File: config.mk
export PLATFORM = sky130hd
export DESIGN_NAME = ofm_stream_reader
export DESIGN_NICKNAME = d
export VERILOG_FILES = /design/src/rtl/ofm_stream_pkg.sv /design/src/rtl/ofm_word_packer.sv /design/src/rtl/ofm_stream_reader.sv
export SDC_FILE = /design/constraint.sdc
export NUM_CORES = 1
export LEC_CHECK = 0
export ABC_AREA = 1
export ABC_CLOCK_PERIOD_IN_PS = 5400
export BUFFER_PORTS_ARGS = -buffer_cell sky130_fd_sc_hd__buf_2
export CORE_MARGIN = 5
export CORE_UTILIZATION = 50
export CTS_CLUSTER_DIAMETER = 120
export CTS_CLUSTER_SIZE = 20
export DETAILED_ROUTE_END_ITERATION = 6
export GPL_TIMING_DRIVEN = 0
export PLACE_DENSITY = 0.77
export REMOVE_ABC_BUFFERS = 1
export SYNTH_ARGS = -nofsm -noshare
export SYNTH_HDL_FRONTEND = slang
export SYNTH_HIERARCHICAL = 1
export SYNTH_SLANG_ARGS = --single-unit
File: constraint.sdc
create_clock -name clk -period 5.4 [get_ports clk]
set_clock_uncertainty 0.05 [all_clocks]
set_input_delay 0 -clock clk [delete_from_list [all_inputs] [get_ports clk]]
set_output_delay 0 -clock clk [all_outputs]
set_load 0.02 [all_outputs]
File: src/rtl/ofm_stream_pkg.sv
// ofm_stream_pkg: sizing helpers, default geometry and FSM encoding
// shared by the OFM stream reader and its word packer.
package ofm_stream_pkg;

   localparam int DEF_DATA_W    = 8;
   localparam int DEF_INOUT_W   = 128;
   localparam int DEF_OFM_SIZE  = 26;
   localparam int DEF_NO_FILTER = 256;

   localparam int WORD_W = 2 * DEF_DATA_W;
   localparam int WPB    = DEF_INOUT_W / WORD_W;
   localparam int TOTAL  = DEF_OFM_SIZE * DEF_OFM_SIZE * DEF_NO_FILTER;
   localparam int ADDR_W = $clog2(TOTAL);

   typedef enum logic [1:0] {
      IDLE,
      READ,
      FLUSH,
      DRAIN
   } state_e;

   function automatic int f_wpb(input int inout_w, input int data_w);
      return inout_w / (2 * data_w);
   endfunction

   function automatic int f_total(input int ofm_size, input int no_filter);
      return ofm_size * ofm_size * no_filter;
   endfunction

   function automatic int f_addr_w(input int total);
      return (total > 1) ? $clog2(total) : 1;
   endfunction

endpackage

File: src/rtl/ofm_word_packer.sv
// ofm_word_packer: gathers returned OFM words into one beat; the word
// arriving this cycle is merged into the beat so a full beat can leave at once.
module ofm_word_packer
   import ofm_stream_pkg::*;
#(
   parameter int NW = WPB,
   parameter int WW = WORD_W,
   parameter int KW = $clog2(NW + 1)
) (
   input  logic             clk,
   input  logic             rst,
   input  logic             clear,
   input  logic             wr,
   input  logic [WW-1:0]    wr_data,
   output logic [NW*WW-1:0] beat,
   output logic [NW-1:0]    keep,
   output logic [KW-1:0]    fill
);

   logic [WW-1:0] buf_q [NW];
   logic [WW-1:0] buf_d [NW];
   logic [KW-1:0] cnt_q;
   logic [KW-1:0] cnt_d;

   always_comb begin
      fill = cnt_q + KW'(wr);
      beat = '0;
      keep = '0;
      for (int k = 0; k < NW; k++) begin
         keep[k] = (KW'(k) < fill);
         beat[k*WW +: WW] = buf_q[k];
         if (wr && (cnt_q == KW'(k))) begin
            beat[k*WW +: WW] = wr_data;
         end
      end
   end

   // clear always consumes the arriving word, since it is already in the beat
   always_comb begin
      buf_d = buf_q;
      cnt_d = fill;
      for (int k = 0; k < NW; k++) begin
         if (wr && (cnt_q == KW'(k))) begin
            buf_d[k] = wr_data;
         end
      end
      if (clear) begin
         cnt_d = '0;
         for (int k = 0; k < NW; k++) begin
            buf_d[k] = '0;
         end
      end
   end

   always_ff @(posedge clk or posedge rst) begin
      if (rst) begin
         cnt_q <= '0;
         for (int k = 0; k < NW; k++) begin
            buf_q[k] <= '0;
         end
      end else begin
         cnt_q <= cnt_d;
         for (int k = 0; k < NW; k++) begin
            buf_q[k] <= buf_d[k];
         end
      end
   end

endmodule

File: src/rtl/ofm_stream_reader.sv
// ofm_stream_reader: drains the OFM DPRAM into packed valid/ready beats.
// OFM_STREAM_CHECKSUM_EN adds a running sign-extended word checksum.
module ofm_stream_reader
   import ofm_stream_pkg::*;
#(
   parameter int DATA_WIDTH  = DEF_DATA_W,
   parameter int INOUT_WIDTH = DEF_INOUT_W,
   parameter int OFM_SIZE    = DEF_OFM_SIZE,
   parameter int NO_FILTER   = DEF_NO_FILTER
) (
   input  logic                   clk,
   input  logic                   rst,
   input  logic                   start,
   output logic                   busy,
   output logic                   done,
   output logic                   mem_rd_en,
   output logic [f_addr_w(f_total(OFM_SIZE, NO_FILTER))-1:0] mem_rd_addr,
   input  logic [2*DATA_WIDTH-1:0] mem_rd_data,
   output logic [INOUT_WIDTH-1:0] m_data,
   output logic [f_wpb(INOUT_WIDTH, DATA_WIDTH)-1:0] m_keep,
   output logic                   m_valid,
   input  logic                   m_ready,
   output logic                   m_last,
   output logic [31:0]            checksum
);

   localparam int WW   = 2 * DATA_WIDTH;
   localparam int NW   = f_wpb(INOUT_WIDTH, DATA_WIDTH);
   localparam int NTOT = f_total(OFM_SIZE, NO_FILTER);
   localparam int AW   = f_addr_w(NTOT);
   localparam int CW   = $clog2(NTOT + 1);
   localparam int KW   = $clog2(NW + 1);
   localparam logic [CW-1:0] LAST_A = CW'(NTOT - 1);
   localparam logic [CW-1:0] END_A  = CW'(NTOT);
   localparam logic [KW-1:0] FULL   = KW'(NW);

   state_e                 state_q, state_d;
   logic [CW-1:0]          addr_q, addr_d;
   logic                   inflight_q, inflight_d;
   logic                   done_q, done_d;
   logic                   obuf_valid_q, obuf_valid_d;
   logic [INOUT_WIDTH-1:0] obuf_data_q, obuf_data_d;
   logic [NW-1:0]          obuf_keep_q, obuf_keep_d;
   logic                   obuf_last_q, obuf_last_d;

   logic                   out_free, hs, accept, xfer, rd_en;
   logic [INOUT_WIDTH-1:0] pk_beat;
   logic [NW-1:0]          pk_keep;
   logic [KW-1:0]          pk_fill;

   ofm_word_packer #(
      .NW(NW),
      .WW(WW),
      .KW(KW)
   ) u_packer (
      .clk    (clk),
      .rst    (rst),
      .clear  (xfer),
      .wr     (inflight_q),
      .wr_data(mem_rd_data),
      .beat   (pk_beat),
      .keep   (pk_keep),
      .fill   (pk_fill)
   );

   // a read may issue into a slot freed by a beat leaving this same cycle
   always_comb begin
      out_free = !obuf_valid_q || m_ready;
      hs       = obuf_valid_q && m_ready;
      accept   = (state_q == IDLE) && start && !done_q;
      xfer     = out_free
               && (((state_q == READ) && (pk_fill == FULL))
               ||  ((state_q == FLUSH) && (pk_fill != '0)));
      rd_en    = (state_q == READ) && (addr_q < END_A)
               && (xfer || (pk_fill < FULL));
   end

   always_comb begin
      state_d      = state_q;
      addr_d       = addr_q;
      inflight_d   = rd_en;
      done_d       = 1'b0;
      obuf_valid_d = obuf_valid_q;
      obuf_data_d  = obuf_data_q;
      obuf_keep_d  = obuf_keep_q;
      obuf_last_d  = obuf_last_q;
      if (hs) begin
         obuf_valid_d = 1'b0;
         obuf_data_d  = '0;
         obuf_keep_d  = '0;
         obuf_last_d  = 1'b0;
      end
      if (xfer) begin
         obuf_valid_d = 1'b1;
         obuf_data_d  = pk_beat;
         obuf_keep_d  = pk_keep;
         obuf_last_d  = (state_q == FLUSH);
      end
      if (rd_en) begin
         addr_d = addr_q + CW'(1);
      end
      unique case (state_q)
         IDLE: begin
            if (accept) begin
               state_d = READ;
               addr_d  = '0;
            end
         end
         READ: begin
            if (rd_en && (addr_q == LAST_A)) begin
               state_d = FLUSH;
            end
         end
         FLUSH: begin
            if (xfer) begin
               state_d = DRAIN;
            end
         end
         DRAIN: begin
            if (hs) begin
               state_d = IDLE;
               done_d  = 1'b1;
            end
         end
         default: state_d = IDLE;
      endcase
   end

   always_ff @(posedge clk or posedge rst) begin
      if (rst) begin
         state_q      <= IDLE;
         addr_q       <= '0;
         inflight_q   <= 1'b0;
         done_q       <= 1'b0;
         obuf_valid_q <= 1'b0;
         obuf_data_q  <= '0;
         obuf_keep_q  <= '0;
         obuf_last_q  <= 1'b0;
      end else begin
         state_q      <= state_d;
         addr_q       <= addr_d;
         inflight_q   <= inflight_d;
         done_q       <= done_d;
         obuf_valid_q <= obuf_valid_d;
         obuf_data_q  <= obuf_data_d;
         obuf_keep_q  <= obuf_keep_d;
         obuf_last_q  <= obuf_last_d;
      end
   end

`ifdef OFM_STREAM_CHECKSUM_EN
   logic [31:0] csum_q, csum_d;

   always_comb begin
      csum_d = csum_q;
      if (accept) begin
         csum_d = '0;
      end else if (inflight_q) begin
         csum_d = csum_q + {{(32-WW){mem_rd_data[WW-1]}}, mem_rd_data};
      end
   end

   always_ff @(posedge clk or posedge rst) begin
      if (rst) begin
         csum_q <= '0;
      end else begin
         csum_q <= csum_d;
      end
   end

   assign checksum = csum_q;
`else
   assign checksum = '0;
`endif

   assign busy        = (state_q != IDLE);
   assign done        = done_q;
   assign mem_rd_en   = rd_en;
   assign mem_rd_addr = addr_q[AW-1:0];
   assign m_data      = obuf_data_q;
   assign m_keep      = obuf_keep_q;
   assign m_valid     = obuf_valid_q;
   assign m_last      = obuf_last_q;

endmodule
==> results.txt <==
The run finished with clean final reports. The run gives 0.561 as the final core utilization. For the slack of the worst reg-to-reg path, the log shows 0.51 ns. Cell type group with the largest total delay on the critical path: buffers and inverters.

Timing would allow up to 204 MHz. The maximum vdd ir drop is 0.643 mV. The register bit count reported by yosys was 292; the number of global-route vias before repair was 11300. The proportion of synthesized chip area in sequential cells is 0.513, and the x dimension of the die is 179 um. The cell with the largest stage delay on the worst path is dfrtp_4. After floorplanning, the core was divided into 61 placement rows. In this design, the critical path's most frequently occurring cell is nand2_1. For the number of antenna violations at the first check in global routing, the log shows 0. The pin count of the biggest net entering global routing was 158. Startpoint type of the worst setup path: a flop.

The worst relative slew slack is 0.254. For hold timing, the worst endpoint is mem_rd_addr[5]. Adding up every negative setup slack in the final design gives 0 ns. On the final layout, the worst hold slack is 0.0358 ns. The number of different library cells used by synthesis comes to 28. The critical path is of the flop to flop type. Setup repair after global routing left no endpoint under its margin.

TritonCTS built the clock tree. The logs give 0.510 for the starting density of the core and 0 for the residual antenna-violating net count after detailed routing. Post-CTS repair changed the size of 0 cells. The number of antenna diodes in the final layout is 0. During placement, the flow inserted port buffers numbering 178. The run gives 5 as the number of iterations in the first detailed-routing pass. For the total via count in the routed design, the log shows 11700.

Worst setup margin: 0.508 ns. Max-cap violations in this run came to 0. The die outline height was 179 um.

The largest single stage delay on the critical path is 0.81 ns. The core region is 27900 um2. The start of the worst register-to-register path is inflight_q.

Buffers inserted during clock tree synthesis total 18. The length in cells of the worst reg-to-reg path is 12. The tools report the setup fix buffers added after clock tree synthesis as 0. The first global-routing pass estimated 59.0 mm of wire. Setup violations remaining at the end of the flow were counted as 0. For the number of hold-repair buffers added at the cts stage, the log shows 2. Clock-pin slew was measured on the worst setup and hold paths at 0.08 ns.

After layout, the minimum clock period comes to 4.89 ns. The average cell area after synthesis came out at 7.82 um2. Dividing the detail-routed wire length by the instance count gives 15.9 um.

The tools report the total number of H-tree levels as 1. The final count of hold timing violations was 0; the period utilization was 0.906. The run gives 0.797 as the weighted congestion reported at the end of routability-driven placement.

Number of buffers and inverters on the critical path: 3. The post-detailed-routing wire length came out at 36.5 mm. The clock reaches the later pin of the worst-skew pair after 0.51 ns. At the worst endpoint, the required time is 5.79 ns.

OpenSTA, run right after detailed placement, puts the worst setup slack at 0.577 ns. At the worst endpoint, the arrival time is 5.29 ns. From synthesis to final layout, the design area changed by 10.1%. The endpoint of the worst-slack reg-to-reg timing path is m_data[70]. The tools report the leakage power of the design as 9.71 nW. Walking the worst path, the cells encountered are ha_1, ha_1, xnor2_1, inv_1, nor2_1, nand2_1, nand2_2, nand3_4, inv_8, buf_16, nand2_1, nand2_1. The cell count after placement was 2282; the number of synthesis warnings was 6. Counting every sink on the clock net gives 292. Maximum fanout along the worst path: 157. The final instance count without filler cells was 2305; the power density over cell area was 514 nW/um2. At the pin with the least slew margin, the transition time is 1.12 ns. The mapped netlist covers 14200 um2. The HPWL after detailed placement is 22.5 mm. The longest clock path from root to sink contains 3 buffers. Type of the tightest min-delay check: input port to flop. The tools report the total count of max-transition violations in the final report as 0. The proportion of layout cells with a drive suffix above 1 came out at 0.134. The startpoint identified for the worst hold timing path is start. For this run, design rule violations remaining after detail routing come to 0. Counting every instance in the synthesized netlist gives 1820. Summed over all layers, the global routing overflow is 0. The top-level I/O count was 211; the number of design-rule violations left by the first detailed-router iteration was 1112.

The tools report the CTS root buffer as clkbuf_16. The all-layer global routing usage is 0.229, and the cell depth of the worst min-delay path is 4. STA classifies the critical path endpoint as a flop. The number of nets in the finished design is 1954, and the floorplan die area is 31900 um2.

Using the TritonRoute via totals, the vias-per-cell ratio works out to 5.07.
==> worst register-to-register path: cells and delay by family, from the launching register on <==
family / cells / cell delay, ns
buffers and inverters: 3 / 1.50
DFF: 1 / 0.81
and+or+nand+nor: 6 / 1.31
xor gates and xnor gates: 1 / 0.54
adders and majority gates: 2 / 0.63
==> placed cells by master (no fill, tap or decap), drive strengths merged, types with 11 or more instances in the layout <==
master | Yosys | layout
nand4 | 65 | 65
nor2 | 171 | 171
nand3 | 164 | 164
dfrtp | 292 | 292
conb | 1 | 32
a21oi | 17 | 17
o21bai | 34 | 34
buf | 95 | 186
xor2 | 11 | 11
inv | 275 | 276
nand2 | 633 | 633
clkbuf | 38 | 20
==> where the power goes <==
part | switching [mW] | internal (mW) | leakage [nW] | total (mW)
combinational | 2.53 | 0.979 | 5.50 | 3.51
clock | 0.722 | 0.633 | 0.240 | 1.35
sequential | 0.380 | 2.81 | 3.97 | 3.19
==> layout make-up <==
type,count,area (um2)
Inverter,275,1050
Clock inverter,1,8.76
Multi-Input combinational cell,1151,5240
Clock buffer,20,479
Tap cell,378,473
Fill cell,2652,12300
Sequential cell,292,7310
Timing Repair Buffer,188,1120
==> synth_stat cells, drive strengths merged <==
cell type  instances  area share
nor3               1     0.00035
inv              275       0.073
buf               95       0.045
or2                4      0.0018
xnor2              2      0.0012
o21bai            34       0.018
nand4             65       0.029
nand2            633        0.17
nand3            164       0.065
nor3b              1     0.00053
xor2              11      0.0068
conb               1     0.00026
clkbuf            38       0.010
ha                 8      0.0070
o21ai              8      0.0028
dfrtp            292        0.51
nor2             171       0.050
a21oi             17      0.0062
==> how the worst max path moves through the flow <==
stage,from,endpoint,slack [ns],depth (start not counted)
after global placement,inflight_q,m_data[75],-6.90,11
final,inflight_q,m_data[70],0.51,12
after global routing,inflight_q,m_data[70],0.14,12
after detailed placement,inflight_q,m_data[71],0.58,12
after CTS,inflight_q,m_data[71],0.56,12
after floorplan,inflight_q,u_packer/buf_q[0],-2.64,10
==> logic make-up (layout without fill, tap and decap cells) <==
kind of cell	after synthesis	after routing	synth area share
other	1	32	0.000263
AND/OR/NAND/NOR	1039	1039	0.317
AO/OA/AOI/OAI	59	59	0.0270
adder cells (fa/ha/maj)	8	8	0.00703
XOR/XNOR	13	13	0.00800
flip-flops	292	292	0.513
buffers and inverters	408	484	0.128
==> layer usage <==
| layer | part of all wire | GRT usage |
|---|---|---|
| met1 | 0.43 | 0.318 |
| met2 | 0.47 | 0.379 |
| met3 | 0.071 | 0.0367 |
| met4 | 0.027 | 0.0576 |
| met5 | 0 | 0 |
==> stage by stage <==
stage                     total power, mW  area [um2]
final                                8.05       15700
after global routing                 8.67       15700
after CTS                            8.12       15700
after detailed placement             6.74       15200
after global placement               6.69       14900
after floorplan                      5.86       13600
==> sequential cells by signal (all words and copies together), names as in the netlist <==
register / cells
u_packer/buf_q: 128
mem_rd_addr: 18
u_packer/cnt_q: 4
m_valid: 1
m_last: 1
m_data: 128
m_keep: 8
inflight_q: 1
done: 1
state_q: 2
No activity file was read; power rests on OpenSTA's default activity.
